[src/rtl/riscv_pkg.sv]
// Shared definitions for the 64-bit RISC-V core's memory stage.
// Contents:
//   XLEN            datapath width
//   SZ_B..SZ_D      access-size encodings (byte, half, word, double)
//   mem_state_t     MEM-stage handshake FSM states
//   is_misaligned   natural-alignment test for an access
//   store_strobe    byte-enable pattern for a store within a doubleword
package riscv_pkg;

  localparam int XLEN = 64;

  localparam logic [1:0] SZ_B = 2'd0;
  localparam logic [1:0] SZ_H = 2'd1;
  localparam logic [1:0] SZ_W = 2'd2;
  localparam logic [1:0] SZ_D = 2'd3;

  typedef enum logic [1:0] {
    ST_IDLE = 2'd0,
    ST_REQ  = 2'd1,
    ST_RESP = 2'd2,
    ST_DONE = 2'd3
  } mem_state_t;

  // An access is misaligned when any address bit below its size is set.
  function automatic logic is_misaligned(input logic [2:0] a, input logic [1:0] size);
    case (size)
      SZ_B:    return 1'b0;
      SZ_H:    return a[0];
      SZ_W:    return |a[1:0];
      default: return |a;
    endcase
  endfunction

  function automatic logic [7:0] store_strobe(input logic [2:0] a, input logic [1:0] size);
    case (size)
      SZ_B:    return 8'h01 << a;
      SZ_H:    return 8'h03 << a;
      SZ_W:    return 8'h0F << a;
      default: return 8'hFF;
    endcase
  endfunction

endpackage

[src/rtl/load_align_ext.sv]
// Load data alignment and extension (combinational).
// Ports:
//   rdata     in   XLEN  whole doubleword returned by data memory
//   a         in   3     byte offset of the access within the doubleword
//   size      in   2     access size (SZ_B/H/W/D)
//   zero_ext  in   1     1 = zero-extend (LBU/LHU/LWU), 0 = sign-extend
//   result    out  XLEN  aligned, extended load value
module load_align_ext
  import riscv_pkg::*;
(
  input  logic [XLEN-1:0] rdata,
  input  logic [2:0]      a,
  input  logic [1:0]      size,
  input  logic            zero_ext,
  output logic [XLEN-1:0] result
);

  logic [XLEN-1:0] shifted;

  // Bring the addressed byte down to lane 0 before extending.
  assign shifted = rdata >> {a, 3'b000};

  always_comb begin
    result = shifted;
    case (size)
      SZ_B: result = zero_ext ? {56'd0, shifted[7:0]}
                              : {{56{shifted[7]}}, shifted[7:0]};
      SZ_H: result = zero_ext ? {48'd0, shifted[15:0]}
                              : {{48{shifted[15]}}, shifted[15:0]};
      SZ_W: result = zero_ext ? {32'd0, shifted[31:0]}
                              : {{32{shifted[31]}}, shifted[31:0]};
      default: result = shifted;
    endcase
  end

endmodule

[src/rtl/mem_stage.sv]
// MEM pipeline stage of the 64-bit RISC-V core.
// Holds one instruction from EX, runs the data-memory req/gnt/rvalid
// handshake for loads and stores, aligns/extends load data and presents the
// result to the forwarding check and writeback.
// Ports:
//   clk, rst_n                        clock, synchronous active-low reset
//   ex_valid_i / ex_ready_o           EX handshake (ready low stalls EX)
//   ex_rd_addr_i/_data_i/_wen_i       destination register, ALU result, write enable
//   ex_ram_req_i/_we_i/_addr_i        memory access request, store flag, byte address
//   ex_ram_wdata_i/_size_i/_unsigned_i store data, access size, zero-extend load
//   flush_i                           trap kill of the instruction in MEM
//   dmem_req_o/_we_o/_addr_o          data-memory request, write, doubleword address
//   dmem_wdata_o/_wstrb_o             replicated store data, byte enables
//   dmem_gnt_i/_rvalid_i/_rdata_i     grant, read-data valid, read data
//   mem_rd_addr_o/_data_o/_wen_o      MEM-stage result for forwarding and WB
//   wb_valid_o                        one instruction retires this cycle
//   misalign_o                        misaligned-access exception pulse
module mem_stage #(
  parameter int XLEN   = 64,
  parameter int RAM_AW = 64
) (
  input  logic              clk,
  input  logic              rst_n,
  input  logic              ex_valid_i,
  output logic              ex_ready_o,
  input  logic [4:0]        ex_rd_addr_i,
  input  logic [XLEN-1:0]   ex_rd_data_i,
  input  logic              ex_rd_wen_i,
  input  logic              ex_ram_req_i,
  input  logic              ex_ram_we_i,
  input  logic [RAM_AW-1:0] ex_ram_addr_i,
  input  logic [XLEN-1:0]   ex_ram_wdata_i,
  input  logic [1:0]        ex_ram_size_i,
  input  logic              ex_ram_unsigned_i,
  input  logic              flush_i,
  output logic              dmem_req_o,
  output logic              dmem_we_o,
  output logic [RAM_AW-1:0] dmem_addr_o,
  output logic [XLEN-1:0]   dmem_wdata_o,
  output logic [7:0]        dmem_wstrb_o,
  input  logic              dmem_gnt_i,
  input  logic              dmem_rvalid_i,
  input  logic [XLEN-1:0]   dmem_rdata_i,
  output logic [4:0]        mem_rd_addr_o,
  output logic [XLEN-1:0]   mem_rd_data_o,
  output logic              mem_rd_wen_o,
  output logic              wb_valid_o,
  output logic              misalign_o
);

  import riscv_pkg::*;

  mem_state_t state_reg, state_next;
  logic       kill_reg, kill_next;

  // Instruction currently held in the stage.
  logic [4:0]        pend_rd_addr_reg;
  logic [XLEN-1:0]   pend_rd_data_reg;
  logic              pend_rd_wen_reg;
  logic              pend_we_reg;
  logic [RAM_AW-1:0] pend_addr_reg;
  logic [XLEN-1:0]   pend_wdata_reg;
  logic [1:0]        pend_size_reg;
  logic              pend_unsigned_reg;

  // Result shown to forwarding/WB; only loaded on entry to DONE so the
  // visible rd address/data hold their previous values while a memory
  // access is in flight.
  logic [4:0]        res_rd_addr_reg;
  logic [XLEN-1:0]   res_rd_data_reg;
  logic              res_rd_wen_reg;
  logic              res_misalign_reg;

  logic            accept;
  logic            ex_misaligned;
  logic            load_done;
  logic            store_done;
  logic            in_done;
  logic [XLEN-1:0] load_data;

  assign ex_ready_o    = ((state_reg == ST_IDLE) || (state_reg == ST_DONE)) && !flush_i;
  assign accept        = ex_valid_i && ex_ready_o;
  assign ex_misaligned = ex_ram_req_i && is_misaligned(ex_ram_addr_i[2:0], ex_ram_size_i);

  // A load completes either in the grant cycle (rvalid together with gnt)
  // or later in RESP; a store completes on its grant.
  assign load_done  = (((state_reg == ST_REQ) && dmem_gnt_i) || (state_reg == ST_RESP))
                      && dmem_rvalid_i && !pend_we_reg;
  assign store_done = (state_reg == ST_REQ) && dmem_gnt_i && pend_we_reg;

  load_align_ext u_load_align_ext (
    .rdata    (dmem_rdata_i),
    .a        (pend_addr_reg[2:0]),
    .size     (pend_size_reg),
    .zero_ext (pend_unsigned_reg),
    .result   (load_data)
  );

  always_comb begin
    state_next = state_reg;
    kill_next  = kill_reg;
    case (state_reg)
      ST_IDLE, ST_DONE: begin
        // kill belongs to the instruction leaving DONE; a new one starts clean.
        kill_next = 1'b0;
        if (accept) begin
          if (!ex_ram_req_i || ex_misaligned) begin
            state_next = ST_DONE;
          end else begin
            state_next = ST_REQ;
          end
        end else begin
          state_next = ST_IDLE;
        end
      end
      ST_REQ: begin
        // A flushed access still finishes its handshake; the request is
        // never withdrawn before gnt.
        if (flush_i) begin
          kill_next = 1'b1;
        end
        if (dmem_gnt_i) begin
          if (pend_we_reg || dmem_rvalid_i) begin
            state_next = ST_DONE;
          end else begin
            state_next = ST_RESP;
          end
        end
      end
      ST_RESP: begin
        if (flush_i) begin
          kill_next = 1'b1;
        end
        if (dmem_rvalid_i) begin
          state_next = ST_DONE;
        end
      end
      default: begin
        state_next = ST_IDLE;
        kill_next  = 1'b0;
      end
    endcase
  end

  always_ff @(posedge clk) begin
    if (!rst_n) begin
      state_reg         <= ST_IDLE;
      kill_reg          <= 1'b0;
      pend_rd_addr_reg  <= '0;
      pend_rd_data_reg  <= '0;
      pend_rd_wen_reg   <= 1'b0;
      pend_we_reg       <= 1'b0;
      pend_addr_reg     <= '0;
      pend_wdata_reg    <= '0;
      pend_size_reg     <= '0;
      pend_unsigned_reg <= 1'b0;
      res_rd_addr_reg   <= '0;
      res_rd_data_reg   <= '0;
      res_rd_wen_reg    <= 1'b0;
      res_misalign_reg  <= 1'b0;
    end else begin
      state_reg <= state_next;
      kill_reg  <= kill_next;

      if (accept) begin
        pend_rd_addr_reg  <= ex_rd_addr_i;
        pend_rd_data_reg  <= ex_rd_data_i;
        pend_rd_wen_reg   <= ex_rd_wen_i;
        pend_we_reg       <= ex_ram_we_i;
        pend_addr_reg     <= ex_ram_addr_i;
        pend_wdata_reg    <= ex_ram_wdata_i;
        pend_size_reg     <= ex_ram_size_i;
        pend_unsigned_reg <= ex_ram_unsigned_i;
        // Non-memory and misaligned ops go straight to DONE.
        if (!ex_ram_req_i || ex_misaligned) begin
          res_rd_addr_reg  <= ex_rd_addr_i;
          res_rd_data_reg  <= ex_rd_data_i;
          res_rd_wen_reg   <= ex_rd_wen_i;
          res_misalign_reg <= ex_misaligned;
        end
      end

      if (load_done) begin
        res_rd_addr_reg  <= pend_rd_addr_reg;
        res_rd_data_reg  <= load_data;
        res_rd_wen_reg   <= pend_rd_wen_reg;
        res_misalign_reg <= 1'b0;
      end else if (store_done) begin
        res_rd_addr_reg  <= pend_rd_addr_reg;
        res_rd_data_reg  <= pend_rd_data_reg;
        res_rd_wen_reg   <= pend_rd_wen_reg;
        res_misalign_reg <= 1'b0;
      end
    end
  end

  // Memory-side outputs; address, data and strobe come from registers so
  // they stay stable for the whole REQ phase.
  assign dmem_req_o   = (state_reg == ST_REQ);
  assign dmem_we_o    = dmem_req_o && pend_we_reg;
  assign dmem_addr_o  = {pend_addr_reg[RAM_AW-1:3], 3'b000};
  assign dmem_wstrb_o = dmem_we_o ? store_strobe(pend_addr_reg[2:0], pend_size_reg) : 8'h00;

  // Store data replicated across all byte lanes so the strobe alone picks
  // the destination lanes.
  for (genvar gi = 0; gi < 8; gi++) begin : g_wdata_lane
    assign dmem_wdata_o[8*gi +: 8] =
        (pend_size_reg == SZ_B) ? pend_wdata_reg[7:0] :
        (pend_size_reg == SZ_H) ? pend_wdata_reg[8*(gi % 2) +: 8] :
        (pend_size_reg == SZ_W) ? pend_wdata_reg[8*(gi % 4) +: 8] :
                                  pend_wdata_reg[8*gi +: 8];
  end

  assign in_done       = (state_reg == ST_DONE);
  assign mem_rd_addr_o = res_rd_addr_reg;
  assign mem_rd_data_o = res_rd_data_reg;
  assign misalign_o    = in_done && res_misalign_reg;
  assign wb_valid_o    = in_done && !kill_reg && !res_misalign_reg;
  assign mem_rd_wen_o  = wb_valid_o && res_rd_wen_reg;

endmodule

[config.mk]
export PLATFORM = sky130hd
export DESIGN_NAME = mem_stage
export DESIGN_NICKNAME = d
export VERILOG_FILES = /design/src/rtl/riscv_pkg.sv /design/src/rtl/load_align_ext.sv /design/src/rtl/mem_stage.sv
export SDC_FILE = /design/constraint.sdc
export NUM_CORES = 1
export LEC_CHECK = 0
export CORE_MARGIN = 2
export CORE_UTILIZATION = 33
export CTS_CLUSTER_DIAMETER = 150
export DETAILED_ROUTE_END_ITERATION = 10
export SETUP_SLACK_MARGIN = 0.3
export SYNTH_ARGS = -nofsm -noshare
export SYNTH_HDL_FRONTEND = slang
export SYNTH_SLANG_ARGS = --single-unit
[constraint.sdc]
create_clock -name clk -period 2.4 [get_ports clk]
set_input_delay 0.48 -clock clk [delete_from_list [all_inputs] [get_ports clk]]
set_output_delay 0.48 -clock clk [all_outputs]
set_load 0.05 [all_outputs]
## Word level (Yosys, flattened, before mapping)

Cells that the tools add are included.

| word-level totals | value |
|---|---|
| output and inout port bits | 211 |
| memory bits (read-only) | 0 |
| memories kept | 0 |
| memory bits (writable) | 0 |
| register bits | 276 |
| logic and storage cells | 107 |
| input bits | 273 |
| latch bits | 0 |

| operators by class | value |
|---|---|
| bitwise operators | 1 |
| divide/modulo/power cells | 0 |
| muxes and demuxes | 44 |
| multipliers | 0 |
| equality and inequality tests | 10 |
| shift-type cells | 4 |
| add/subtract/negate cells | 0 |
| $lt $le $gt $ge | 0 |
| reduce and logical (&&, ||, !) cells | 34 |

Operators by type and width:

| operator | count |
|---|---|
| 2-to-1 mux 64 bit | 7 |
| one-hot mux 64 bit (3 select lines) | 1 |
| 2-to-1 mux 8 bit | 18 |
| right shift 64 x 6 -> 64 bit | 1 |
| one-hot mux 8 bit (3 select lines) | 1 |
| 2-to-1 mux 5 bit | 4 |
| logical AND 1 bit | 12 |
| == test 2 bit (second input constant) | 4 |
| 2-to-1 mux 2 bit | 4 |
| left shift 1 x 3 -> 8 bit (first input constant) | 1 |
| left shift 2 x 3 -> 8 bit (first input constant) | 1 |
| left shift 4 x 3 -> 8 bit (first input constant) | 1 |
| == test 2 x 1 -> 1 bit (second input constant) | 3 |
| logical NOT 2 bit | 3 |
| 2-to-1 mux 1 bit | 6 |
| one-hot mux 2 bit (3 select lines) | 1 |
| AND reduction 2 bit | 3 |
| nonzero test 3 bit | 2 |
| OR reduction 2 bit | 3 |
| OR reduction 3 bit | 2 |
| logical NOT 1 bit | 5 |
| logical OR 1 bit | 4 |
| != test 2 x 1 -> 1 bit (second input constant) | 2 |
| one-hot mux 1 bit (3 select lines) | 1 |
| 3 further kinds | 3 |

## Longest topological paths before layout

Gate-level depths: netlist (run 1).

| depth | value |
|---|---|
| depth in word-level cells | 8 |
| gate-level depth with buffers | 9 |
| mapped depth without buffers | 7 |

## Cells and area by module

A second synthesis (run 1) with hierarchy kept.

| second synthesis, totals | value |
|---|---|
| cells, all modules | 1,944 |
| area total of the unflattened synthesis | 15,745.1 um2 |

Modules (own cells, without submodules):

| module | sequential area each (um2) | cells each | instances | area an instance (um2) |
|---|---|---|---|---|
| mem_stage | 5,525.3 | 1,680 | 1 | 13,445.4 |
| load_align_ext | 0.0 | 264 | 1 | 2,299.7 |

## Worst setup path after synthesis (run 1)

OpenSTA, ideal clock, no wires.

| path | value |
|---|---|
| kind | reg-to-output |
| start point | register pend_size_reg[1] |
| end point | output port dmem_wdata_o[61] |
| required time | 1,920 ps |
| data arrival time | 2,672 ps |
| path buffers | 3 |
| stages on the path, launching flop included | 8 |
| slack | -752 ps |
| cells stage by stage | dfxtp_1 -> inv_1 -> ha_1 -> clkbuf_1 -> buf_1 -> clkbuf_1 -> a21oi_1 -> o21ai_0 |

| on the way | value |
|---|---|
| word-level cells in the longest chain between the ends | 4 |
| elaborated cells on any way between the ends | 6 |
| classes of those cells | eq/ne (2); mux (3); reduce/logical (1) |

Ends and longest elaborated chain:

| element | line | text |
|---|---|---|
| start, declared | mem_stage.sv:63 | `logic [1:0] pend_size_reg;` |
| start signal, assigned | mem_stage.sv:172 | `pend_size_reg <= ex_ram_size_i;` |
| == test 2 bit | mem_stage.sv:210 | `(pend_size_reg == SZ_W) ? pend_wdata_reg[8*(gi % 4) +: 8] :` |
| 2-to-1 mux 8 bit | mem_stage.sv:210 |  |
| 2-to-1 mux 8 bit | mem_stage.sv:209 | `(pend_size_reg == SZ_H) ? pend_wdata_reg[8*(gi % 2) +: 8] :` |
| 2-to-1 mux 8 bit (*) | mem_stage.sv:208 | `(pend_size_reg == SZ_B) ? pend_wdata_reg[7:0] :` |
| end, declared | mem_stage.sv:39 | `output logic [XLEN-1:0] dmem_wdata_o,` |

Mark *: on every way between the ends. The rest lies on a longest branch, timed or not.

## Worst setup path in the final report (run 1)

| path | value |
|---|---|
| start point | register pend_size_reg[0] |
| end point | output port dmem_wdata_o[55] |

The elaborated chain is that of the path after synthesis.

==> results.cfg, run 1 <==
[timing]
setup_viol_count_final = 62
maxSlewHeadroom_pct = 57.0
fin_hold_ws_ns = 0.402
skew_ns = 0.0194
setup_slack_ns = -0.199
period_share_pct = 108
hold_viol_final = 0
max_freq_mhz = 385
worst_slew_pin_slew_ns = 0.645
finalMaxSlewViolations = 0
rsz0062_at_grt = true
min_period_ns = 2.60

[routing]
post_drt_wl_per_cell_um = 22.0
antenna_left = 0
via_count = 16292
drt_wl_total_um = 66700
dr.pass1.iters = 5
drtIter0Drc = 1505
via_per_inst = 5.38
drc = 0

[layout]
area_delta_synth_final_pct = 67.6
fin_area_um2 = 24600
drive_gt1_share_pct = 23.8
layout.nets = 2679

[critical_path]
cp.required_ns = 1.92
crit_start = pend_size_reg[0]
path_cells = inv_4 > ha_4 > buf_12 > buf_16 > mux2i_4 > o21ai_4 > buf_12
reg2reg_from = state_reg[1]
worst-path-buf-inv = 4
path_max_fanout = 8
end_kind = output port
worst-endpoint-arrival_ns = 2.12
slowest_stage = dfxtp_4
start_kind = register
crit_family = buffers and inverters
crit_top_cell = buf_12
critPathKind = register to output port
slowest_delay_ns = 0.37

[cts]
cts_tree = yes
ctsHoldBuffers = 0
clock_latency_ns = 0.55
clock_path_buffers = 3
cts.reportedPaths.clkPinSlew_ns = 0.06
htreeDepth = 2
cts_made_buffers = 34
cts.sink_count = 276
cts-root-buf = clkbuf_16

[logic_synthesis]
synth.avg_cell_area_um2 = 7.60
synth-adder-area-share_pct = 0.681
ys_seq_elements = 276
synth_top_family_by_area = compound AO/OA/AOI/OAI gates
synth_compound_area_share_pct = 22.0
yosys.area_share.simple_pct = 21.9
synthDominantCellAreaShare_pct = 37.6
yosysUniqueCellTypes = 58
synth_mux_area_share_pct = 8.76
yosysTopAreaCell = dfxtp_1
ys_async_sr_fraction_pct = 0
synth.most_common_cell = nand2_1
ys_seq_area_share_pct = 37.6
ys_top_cells_by_area = dfxtp_1 38%, nand2_1 12%, a21oi_1 8.3%
synth-xor-area-share_pct = 0
synthTopCellsByCount = 482 x nand2_1, 276 x dfxtp_1, 243 x a21oi_1, 118 x nor2_1, 101 x clkbuf_1
synthFlopType = dfxtp_1
synth_edf_count = 0
synthCells = 1933
synth_area_um2 = 14700
yosysWarnings = 0

[floorplan]
num_rows = 77
io_pins = 484
die_x_um = 215
core_um2 = 44000
dieArea_um2 = 46200
start_util_pct = 33.4
die-height_um = 215

[placement]
gp_congestion = 0.901
hpwl_um = 44900
io_buffers = 480
placed_area_um2 = 21000

[global_route]
grt_max_degree = 86
grt_first_pass_wirelength_um = 95700
overflow = 0
grt_pass1_vias = 15607
grt_use_total_pct = 26.5
grt_antenna_before_repair = 18

[power]
total_power_mw = 23.9
irDropWorstVdd_v = 0.000514
leakage_nw = 9.74
powerDensity_nw_per_um2 = 970

[status]
violations = setup timing
outcome = finished, violations left

[worst_hold_path]
min_path_type = input pin to register
hp-start = rst_n

[run]
drv_cap = 0
final cells by class:
type	instances	area, µm²
Fill cell	3868	19400
Clock buffer	54	1090
Multi-Input combinational cell	1403	9510
Sequential cell	276	5560
Tap cell	592	741
Inverter	21	91.3
Clock inverter	6	109
Timing Repair Buffer	662	7490
Antenna cell	12	30.0
cells in the final DEF (no fill, tap or decap), types with 25 or more instances in the layout:
cell type / synthesis / layout
a21oi_1: 243 / 228
a31oi_1: 49 / 49
buf_12: 0 / 83
buf_4: 77 / 98
buf_6: 1 / 32
clkbuf_16: 0 / 50
clkdlybuf4s50_1: 0 / 271
dfxtp_1: 276 / 266
dlygate4sd2_1: 0 / 133
mux2i_1: 88 / 73
nand2_1: 482 / 442
nand2_4: 0 / 25
nor2_1: 118 / 82
nor2_4: 1 / 29
nor3_1: 45 / 37
o21ai_0: 63 / 31
o21ai_4: 0 / 26
o2bb2ai_1: 38 / 37
tightest hold or removal path, cell delays in order:
cell and delay, ns:
buf_2 0.23, o21ai_0 0.13, a31oi_1 0.04
metrics by stage:
step | setup slack (ns) | setup TNS (ns) | utilization (%) | std cells
after floorplan | 0.175 | 0 | - | 1935
after global placement | -0.00802 | -0.00802 | 47.6 | 2870
after detailed placement | -0.0491 | -0.352 | 47.6 | 2870
after CTS | -0.230 | -9.18 | 52.8 | 2967
after global routing | -0.269 | -11.74 | 55.9 | 3024
final | -0.199 | -7.28 | 55.9 | 3026
timing repair:
action / CTS / global route
gates cloned: 4 / 16
resized for setup: 360 / 152
endpoints found under the setup margin: 223 / 174
pin swaps: 50 / 86
buffers inserted: 33 / 31
report_power, final:
group / leakage, nW / internal, mW / switching, mW
registers: 2.26 / 5.49 / 0.702
clock network: 0.591 / 3.43 / 2.12
logic: 6.89 / 4.83 / 7.31
total: 9.74 / 13.7 / 10.1
kinds of logic (layout without fill, tap and decap cells):
logic type / after synthesis / in the layout
multiplexers: 110 / 110
other: 1 / 15
AND/OR/NAND/NOR: 763 / 765
adder cells (fa/ha/maj): 8 / 8
flip-flops: 276 / 276
AO/OA/AOI/OAI: 517 / 517
buffers and inverters: 258 / 743
final timing paths:
path                        to  slack, ns  cells after the start
max           dmem_wdata_o[55]      -0.20                      7
min               state_reg[1]       0.40                      3
max reg2reg  mem_rd_data_o[55]       0.24                      8
min reg2reg  pend_addr_reg[30]       0.45                      2
metal layers:
layer / track usage (%) / wire length, µm
met5: 0 / 67
met3: 5.85 / 5560
met2: 44.8 / 31800
met4: 10.1 / 2740
met1: 33.1 / 26500
Note: power is estimated with default switching activity, not from simulation.
==> run 2: changes to the inputs <==
--- a/config.mk
+++ b/config.mk
@@ -7,9 +7,10 @@
 export LEC_CHECK = 0
 export CORE_MARGIN = 2
 export CORE_UTILIZATION = 33
-export CTS_CLUSTER_DIAMETER = 150
+export CTS_CLUSTER_DIAMETER = 60
 export DETAILED_ROUTE_END_ITERATION = 10
 export SETUP_SLACK_MARGIN = 0.3
 export SYNTH_ARGS = -nofsm -noshare
 export SYNTH_HDL_FRONTEND = slang
 export SYNTH_SLANG_ARGS = --single-unit
+export TNS_END_PERCENT = 50
==> run 2 against run 1 <==
Net effect: the flow still finishes with violations (setup timing); wire length decreased by 2.8%; register-to-register slack better by 0.05 ns; clock-buffer cell count is 2 lower; worst setup slack improved by 0.0059 ns; non-clock buffer count fell by 21; critical endpoint is now dmem_wdata_o[39]; sequential share of layout area barely moved.
==> results.cfg, run 2 (synthesis results as in run 1) <==
[critical_path]
worst-endpoint-arrival_ns = 2.11
cp.required_ns = 1.92
critPathKind = register to output port
path_max_fanout = 8
start_kind = register
crit_family = buffers and inverters
crit_top_cell = buf_6
slowest_delay_ns = 0.38
end_kind = output port
worst-path-buf-inv = 4
path_cells = inv_4 > ha_4 > buf_6 > nor3_4 > buf_6 > mux2_4 > buf_12
slowest_stage = dfxtp_4

[timing]
period_share_pct = 108
rsz0062_at_grt = true
worst_slew_pin_slew_ns = 0.658
setup_slack_ns = -0.194
maxSlewHeadroom_pct = 56.2
finalMaxSlewViolations = 0
skew_ns = 0.0268
setup_viol_count_final = 54
min_period_ns = 2.59
max_freq_mhz = 386
hold_viol_final = 0

[placement]
place_inst = 2870
hpwl_um = 44900
io_buffers = 480
gp_congestion = 0.901
pre_cts_ws_ns = -0.0491

[cts]
clock_path_buffers = 3
cts.reportedPaths.clkPinSlew_ns = 0.05
cts_made_buffers = 37
cts_tree = yes
htreeDepth = 2
ctsHoldBuffers = 0
cts-root-buf = clkbuf_16
clock_latency_ns = 0.56
cts.sink_count = 276

[layout]
layout_commonest_cell = nand2_1
area_delta_synth_final_pct = 67.9
layout.nets = 2661
final_cells = 3011
final_cell_mix = 448 x nand2_1, 271 x clkdlybuf4s50_1, 264 x dfxtp_1
drive_gt1_share_pct = 23.3
finish.utilization_pct = 56.0

[floorplan]
dieArea_um2 = 46200
die_x_um = 215
num_rows = 77
die-height_um = 215
io_pins = 484
core_um2 = 44000
start_util_pct = 33.4

[routing]
drt_wl_total_um = 64800
post_drt_wl_per_cell_um = 21.5
drtIter0Drc = 1464
dr.pass1.iters = 6
drc = 0
via_per_inst = 5.34
via_count = 16065
antenna_left = 0

[power]
leakage_nw = 10.8
irDropWorstVdd_v = 0.000522
powerDensity_nw_per_um2 = 969
total_power_mw = 23.9

[global_route]
grt_antenna_before_repair = 19
overflow = 0
grt_pass1_vias = 15660
grt_max_degree = 86
grt_first_pass_wirelength_um = 95600
grt_use_total_pct = 26.5

[worst_hold_path]
min_path_type = input pin to register

[status]
outcome = finished, violations left
violations = setup timing

[run]
drv_cap = 0
run 2: changes by cell type in the layout (fill, tap and decap cells not counted), sizes merged:
cell	previous run	this run
buf	240	228
dlygate4sd2	133	39
clkbuf	68	55
clkinvlp	0	1
inv	21	24
clkinv	3	6
dlymetal6s2s	0	95
bufinv	3	4
bufbuf	0	1
run 2: per-layer routing:
layer / up-vias / share of wire, % / wire [µm] / GRT usage, %
met5: - / 0.12 / 76 / 0
met4: 12 / 3.3 / 2150 / 9.31
met3: 137 / 8.6 / 5600 / 6.95
met2: 723 / 48 / 31300 / 44.6
met1: 7682 / 40 / 25700 / 32.8
li1: 7511 / - / - / -
run 2: cell type report:
type	instances	area (µm²)
antenna	12	30.0
clock buffer	52	1100
clock inverter	14	195
fill	3883	19400
inverter	21	88.8
multi-input combinational	1403	9490
sequential	276	5560
tap	592	741
timing repair buffer	641	7460
run 2: power by group:
part / internal (mW) / switching [mW]
clock network: 3.63 / 2.23
registers: 5.49 / 0.699
logic: 4.69 / 7.14
total: 13.8 / 10.1
run 2: worst min-delay path: stages:
cell and delay (ns):
buf_2 0.23, o21ai_0 0.13, a31oi_1 0.04
run 2: final timing paths:
check / startpoint / to / slack (ns) / cells past startpoint
max: pend_size_reg[1] / dmem_wdata_o[39] / -0.19 / 7
min: rst_n / state_reg[1] / 0.40 / 3
max reg2reg: state_reg[0] / mem_rd_data_o[45] / 0.29 / 9
min reg2reg: pend_addr_reg[30] / pend_addr_reg[30] / 0.45 / 2
run 2: stage by stage:
stage	hold slack [ns]	setup TNS, ns	area, µm²
after global routing	0.374	-11.72	24600
after global placement	0.440	-0.00802	21000
after floorplan	0.433	0	15300
after CTS	0.346	-8.36	23700
final	0.396	-6.89	24700
after detailed placement	0.444	-0.352	21000
run 2: timing repair:
item / 4_1_cts / 5_1_grt
endpoints found under the setup margin: 222 / 245
pin swaps: 48 / 66
cloned: 7 / 4
buffers inserted: 43 / 9
gates resized for setup: 280 / 216
